## src/rtl/data_sync_tx.sv

```systemverilog
// Source side of a bus-plus-enable clock domain crossing: holds a word on a
// registered bus and signals it with a level enable, closed by ack or fixed hold.
module data_sync_tx #(
    parameter int WIDTH   = 8,
    parameter int STAGES  = 2,
    parameter int USE_ACK = 1,
    parameter int HOLD    = 4
) (
    input  logic             clk,
    input  logic             rst,
    input  logic [WIDTH-1:0] in_data,
    input  logic             in_valid,
    output logic             in_ready,
    output logic [WIDTH-1:0] async_bus,
    output logic             bus_en,
    input  logic             ack_async,
    output logic             tx_done
);

    // Handshake: a word moves on a clk edge where in_valid and in_ready are
    // both high; in_valid while in_ready is low is dropped, never queued.

    localparam int CW = $clog2(HOLD + 1);
    localparam logic [CW-1:0] HOLD_LAST = CW'(HOLD - 1);

    localparam logic [1:0] IDLE  = 2'd0;
    localparam logic [1:0] SETUP = 2'd1;
    localparam logic [1:0] REQ   = 2'd2;
    localparam logic [1:0] REL   = 2'd3;

    logic [1:0]        state;
    logic [1:0]        state_nxt;
    logic [CW-1:0]     cnt;
    logic [STAGES-1:0] ack_pipe;
    logic              ack_sync;
    logic              ack_ok;
    logic              accept;
    logic              hold_done;
    logic              req_exit;
    logic              rel_exit;

    always_ff @(posedge clk or posedge rst) begin
        if (rst) begin
            ack_pipe <= '0;
        end else begin
            ack_pipe <= {ack_pipe[STAGES-2:0], ack_async};
        end
    end

    assign ack_sync  = ack_pipe[STAGES-1];
    assign ack_ok    = (USE_ACK == 0) || !ack_sync;
    assign in_ready  = (state == IDLE) && ack_ok && !rst;
    assign accept    = in_valid && in_ready;
    assign hold_done = (cnt == HOLD_LAST);

    // Ack mode waits on the synchronized ack level; fixed-hold mode on the counter.
    assign req_exit = (USE_ACK != 0) ? ack_sync  : hold_done;
    assign rel_exit = (USE_ACK != 0) ? !ack_sync : hold_done;

    always_comb begin
        state_nxt = state;
        case (state)
            IDLE:    if (accept) state_nxt = SETUP;
            SETUP:   state_nxt = REQ;
            REQ:     if (req_exit) state_nxt = REL;
            REL:     if (rel_exit) state_nxt = IDLE;
            default: state_nxt = IDLE;
        endcase
    end

    always_ff @(posedge clk or posedge rst) begin
        if (rst) begin
            state <= IDLE;
        end else begin
            state <= state_nxt;
        end
    end

    // Counter restarts on each state change and saturates at HOLD-1.
    always_ff @(posedge clk or posedge rst) begin
        if (rst) begin
            cnt <= '0;
        end else if (state_nxt != state) begin
            cnt <= '0;
        end else if ((state == REQ || state == REL) && !hold_done) begin
            cnt <= cnt + CW'(1);
        end
    end

    always_ff @(posedge clk or posedge rst) begin
        if (rst) begin
            async_bus <= '0;
        end else if (accept) begin
            async_bus <= in_data;
        end
    end

    // Enable tracks REQ exactly, so it rises once per word, a cycle after the load.
    always_ff @(posedge clk or posedge rst) begin
        if (rst) begin
            bus_en  <= 1'b0;
            tx_done <= 1'b0;
        end else begin
            bus_en  <= (state_nxt == REQ);
            tx_done <= (state == REL) && (state_nxt == IDLE);
        end
    end

endmodule

```

## config.mk

```make
export PLATFORM = sky130hd
export DESIGN_NAME = data_sync_tx
export DESIGN_NICKNAME = d
export VERILOG_FILES = /design/src/rtl/data_sync_tx.sv
export SDC_FILE = /design/constraint.sdc
export NUM_CORES = 1
export LEC_CHECK = 0
export CORE_AREA = 2 2 39 41
export CTS_CLUSTER_DIAMETER = 60
export DETAILED_ROUTE_END_ITERATION = 12
export DIE_AREA = 0 0 41 43
export HOLD_SLACK_MARGIN = 0.15
export PLACE_DENSITY = 0.75
export SETUP_SLACK_MARGIN = 0.05
export SYNTH_ARGS = -nofsm -noshare
export SYNTH_HDL_FRONTEND = slang
export SYNTH_SLANG_ARGS = --single-unit
```

## constraint.sdc

```tcl
create_clock -name clk -period 2.5 [get_ports clk]
set_input_delay 0.375 -clock clk [delete_from_list [all_inputs] [get_ports clk]]
set_output_delay 0.375 -clock clk [all_outputs]
set_load 0.05 [all_outputs]
```

==> flow_summary.json <==
{
  "outcome": "completed",
  "synth_cells": 33,
  "ff2ff_path_depth": 3,
  "setup_viol": 0,
  "worstMarginPinSlew_ns": 0.505,
  "clk_latency_ns": 0.27,
  "fmax_mhz": 551,
  "track_usage_pct": 12.9,
  "yosys_warnings": 0,
  "drive_above_1_share_pct": 24.1,
  "crit_family": "buffers and inverters",
  "dpl.hpwl_um": 671,
  "grt_pass1_vias": 362,
  "clk_pin_slew_ns": 0.07,
  "fin_area_um2": 776,
  "min_path_type": "reg -> reg",
  "grt-ovfl-total": 0,
  "clock_sinks": 14,
  "fin_crit_sh_pct": 72.5,
  "holdWs_ns": 0.352,
  "max_cap_viol_count": 0,
  "post_cts_buffers": 0,
  "drt-initial-drc-count": 4,
  "drtPass1Iterations": 2,
  "cp_slowest_stage_delay_ns": 0.81,
  "num_vias": 346,
  "worstPathArrival_ns": 1.44,
  "area_delta_synth_final_pct": 50.5,
  "cp-end-kind": "primary output",
  "htreeDepth": 1,
  "p_leak_nw": 0.353,
  "numCtsBuffers": 3,
  "final_nets": 72,
  "antenna_cells": 0,
  "drc_errors": 0,
  "hold_path_startpoint": "ack_pipe[0]",
  "port_buffers": 22,
  "crit_required_ns": 2.12,
  "nFillCells": 120,
  "final_util_pct": 56.1,
  "synthTopCellsByArea": "dfrtp_1 (68%), mux2_2 (17%), nor4_4 (4.1%)",
  "synth_area_per_cell_um2": 15.6,
  "timing.final.hold_violations": 0,
  "place_area_um2": 753,
  "reg2reg_from": "ack_pipe[1]",
  "finalMaxSlewViolations": 0,
  "routed_wl_um": 838,
  "cts_tree": "done",
  "hold_depth": 0,
  "layout_commonest_cell": "clkdlybuf4s50_1",
  "min_period_ns": 1.81,
  "vdd_drop_max_uv": 845,
  "finalPower_mw": 1.05,
  "multi_input_area_um2": 158,
  "rows": 14,
  "yosys.area.top_type": "dfrtp_1",
  "seq_area_frac_synth_pct": 68.0,
  "hold_buffers": 0,
  "fp.dieH_um": 43,
  "worstSetupStartpointType": "register",
  "synth-seq-cells": 14,
  "layout_common_cells": "clkdlybuf4s50_1 (21), dfrtp_1 (14), mux2_2 (8)",
  "pwr_density_cell_nw_per_um2": 1360,
  "seq_area_um2": 350,
  "min_to": "ack_pipe[1]",
  "core_um2": 1380,
  "cp.buffers_inverters": 1,
  "die_width_um": 41,
  "place.gp.congestion": 0.639,
  "via_per_inst": 4.68,
  "start_util_pct": 37.3,
  "r2r_slack_ns": 1.18,
  "clk_path_buf_depth": 2,
  "path_cells": "clkdlybuf4s50_1",
  "final_antenna_net_count": 0,
  "worstPathMaxFanout": 2,
  "synth_top_cell_area_share_pct": 68.0,
  "cts.repair.resized": 0,
  "antenna_found_initial": 0,
  "timing.rr.end": "async_bus[3]",
  "synth_cell_type_count": 9,
  "slew-limit-headroom_pct": 66.3,
  "slowest_stage": "clkdlybuf4s50_1",
  "rsz0062_at_grt": "false",
  "synth_area_um2": 515,
  "grt_max_degree": 15,
  "skew_ns": 0.00401,
  "grt_pass1_wl_mm": 1.47,
  "setup_tns_ns": 0,
  "ios": 23,
  "die_area_um2": 1760,
  "wire_per_inst_um": 11.3,
  "critPathKind": "reg -> out",
  "clock-root-buffer": "clkbuf_4",
  "syn-num-nets": 45
}
[state kept, by name (all words and copies together), names as in the netlist]
register,cells
state,2
bus_en,1
tx_done,1
ack_pipe,2
async_bus,8
[metrics by stage]
stage | instances | setup slack [ns]
after floorplan | 33 | 0.764
after global placement | 71 | 0.821
after detailed placement | 71 | 0.809
after CTS | 74 | 0.677
after global routing | 74 | 0.657
final | 74 | 0.687
[area by class of cell]
class	count	area share [%]
Timing Repair Buffer	22	28.1
Sequential cell	14	45.2
Multi-Input combinational cell	17	20.3
Clock buffer	3	2.90
Tap cell	16	2.58
Inverter	2	0.968
[cell usage after synthesis, drive strengths merged]
cell type and number:
mux2i 1, nand2 3, nand2b 1, nor4 1
dfrtp 14, mux2 8, inv 2, nor2 3
[per-layer routing]
metal / up-vias / part of all wire (%) / GRT usage (%)
li1: 161 / - / -
met1: 166 / 38 / 15.1
met2: 17 / 51 / 19.7
met3: 2 / 8.4 / 3.66
met4: 0 / 2.3 / 8.00
met5: - / 0 / 0
[worst max-delay path by stage]
stage                 start            to  cells past startpoint  slack (ns)
2_1_floorplan   ack_pipe[1]  async_bus[0]                      3        0.76
3_3_place_gp            rst      in_ready                      3        0.82
3_5_place_dp            rst      in_ready                      3        0.81
4_1_cts        async_bus[5]  async_bus[5]                      1        0.68
5_1_grt        async_bus[5]  async_bus[5]                      1        0.66
6_report       async_bus[5]  async_bus[5]                      1        0.69
[power by group]
part | switching [mW] | internal [mW] | leakage (nW)
registers | 0.0549 | 0.317 | 0.171
logic | 0.357 | 0.207 | 0.168
clock network | 0.0619 | 0.0557 | 0.0138
total | 0.473 | 0.580 | 0.353
[cell families after synthesis]
kind of cell | count (synthesis) | synth area share, %
multiplexers | 9 | 19.4
flip-flops | 14 | 68.0
buffers and inverters | 2 | 1.46
AND/OR/NAND/NOR | 8 | 11.2
(Power assumes the default switching activity.)
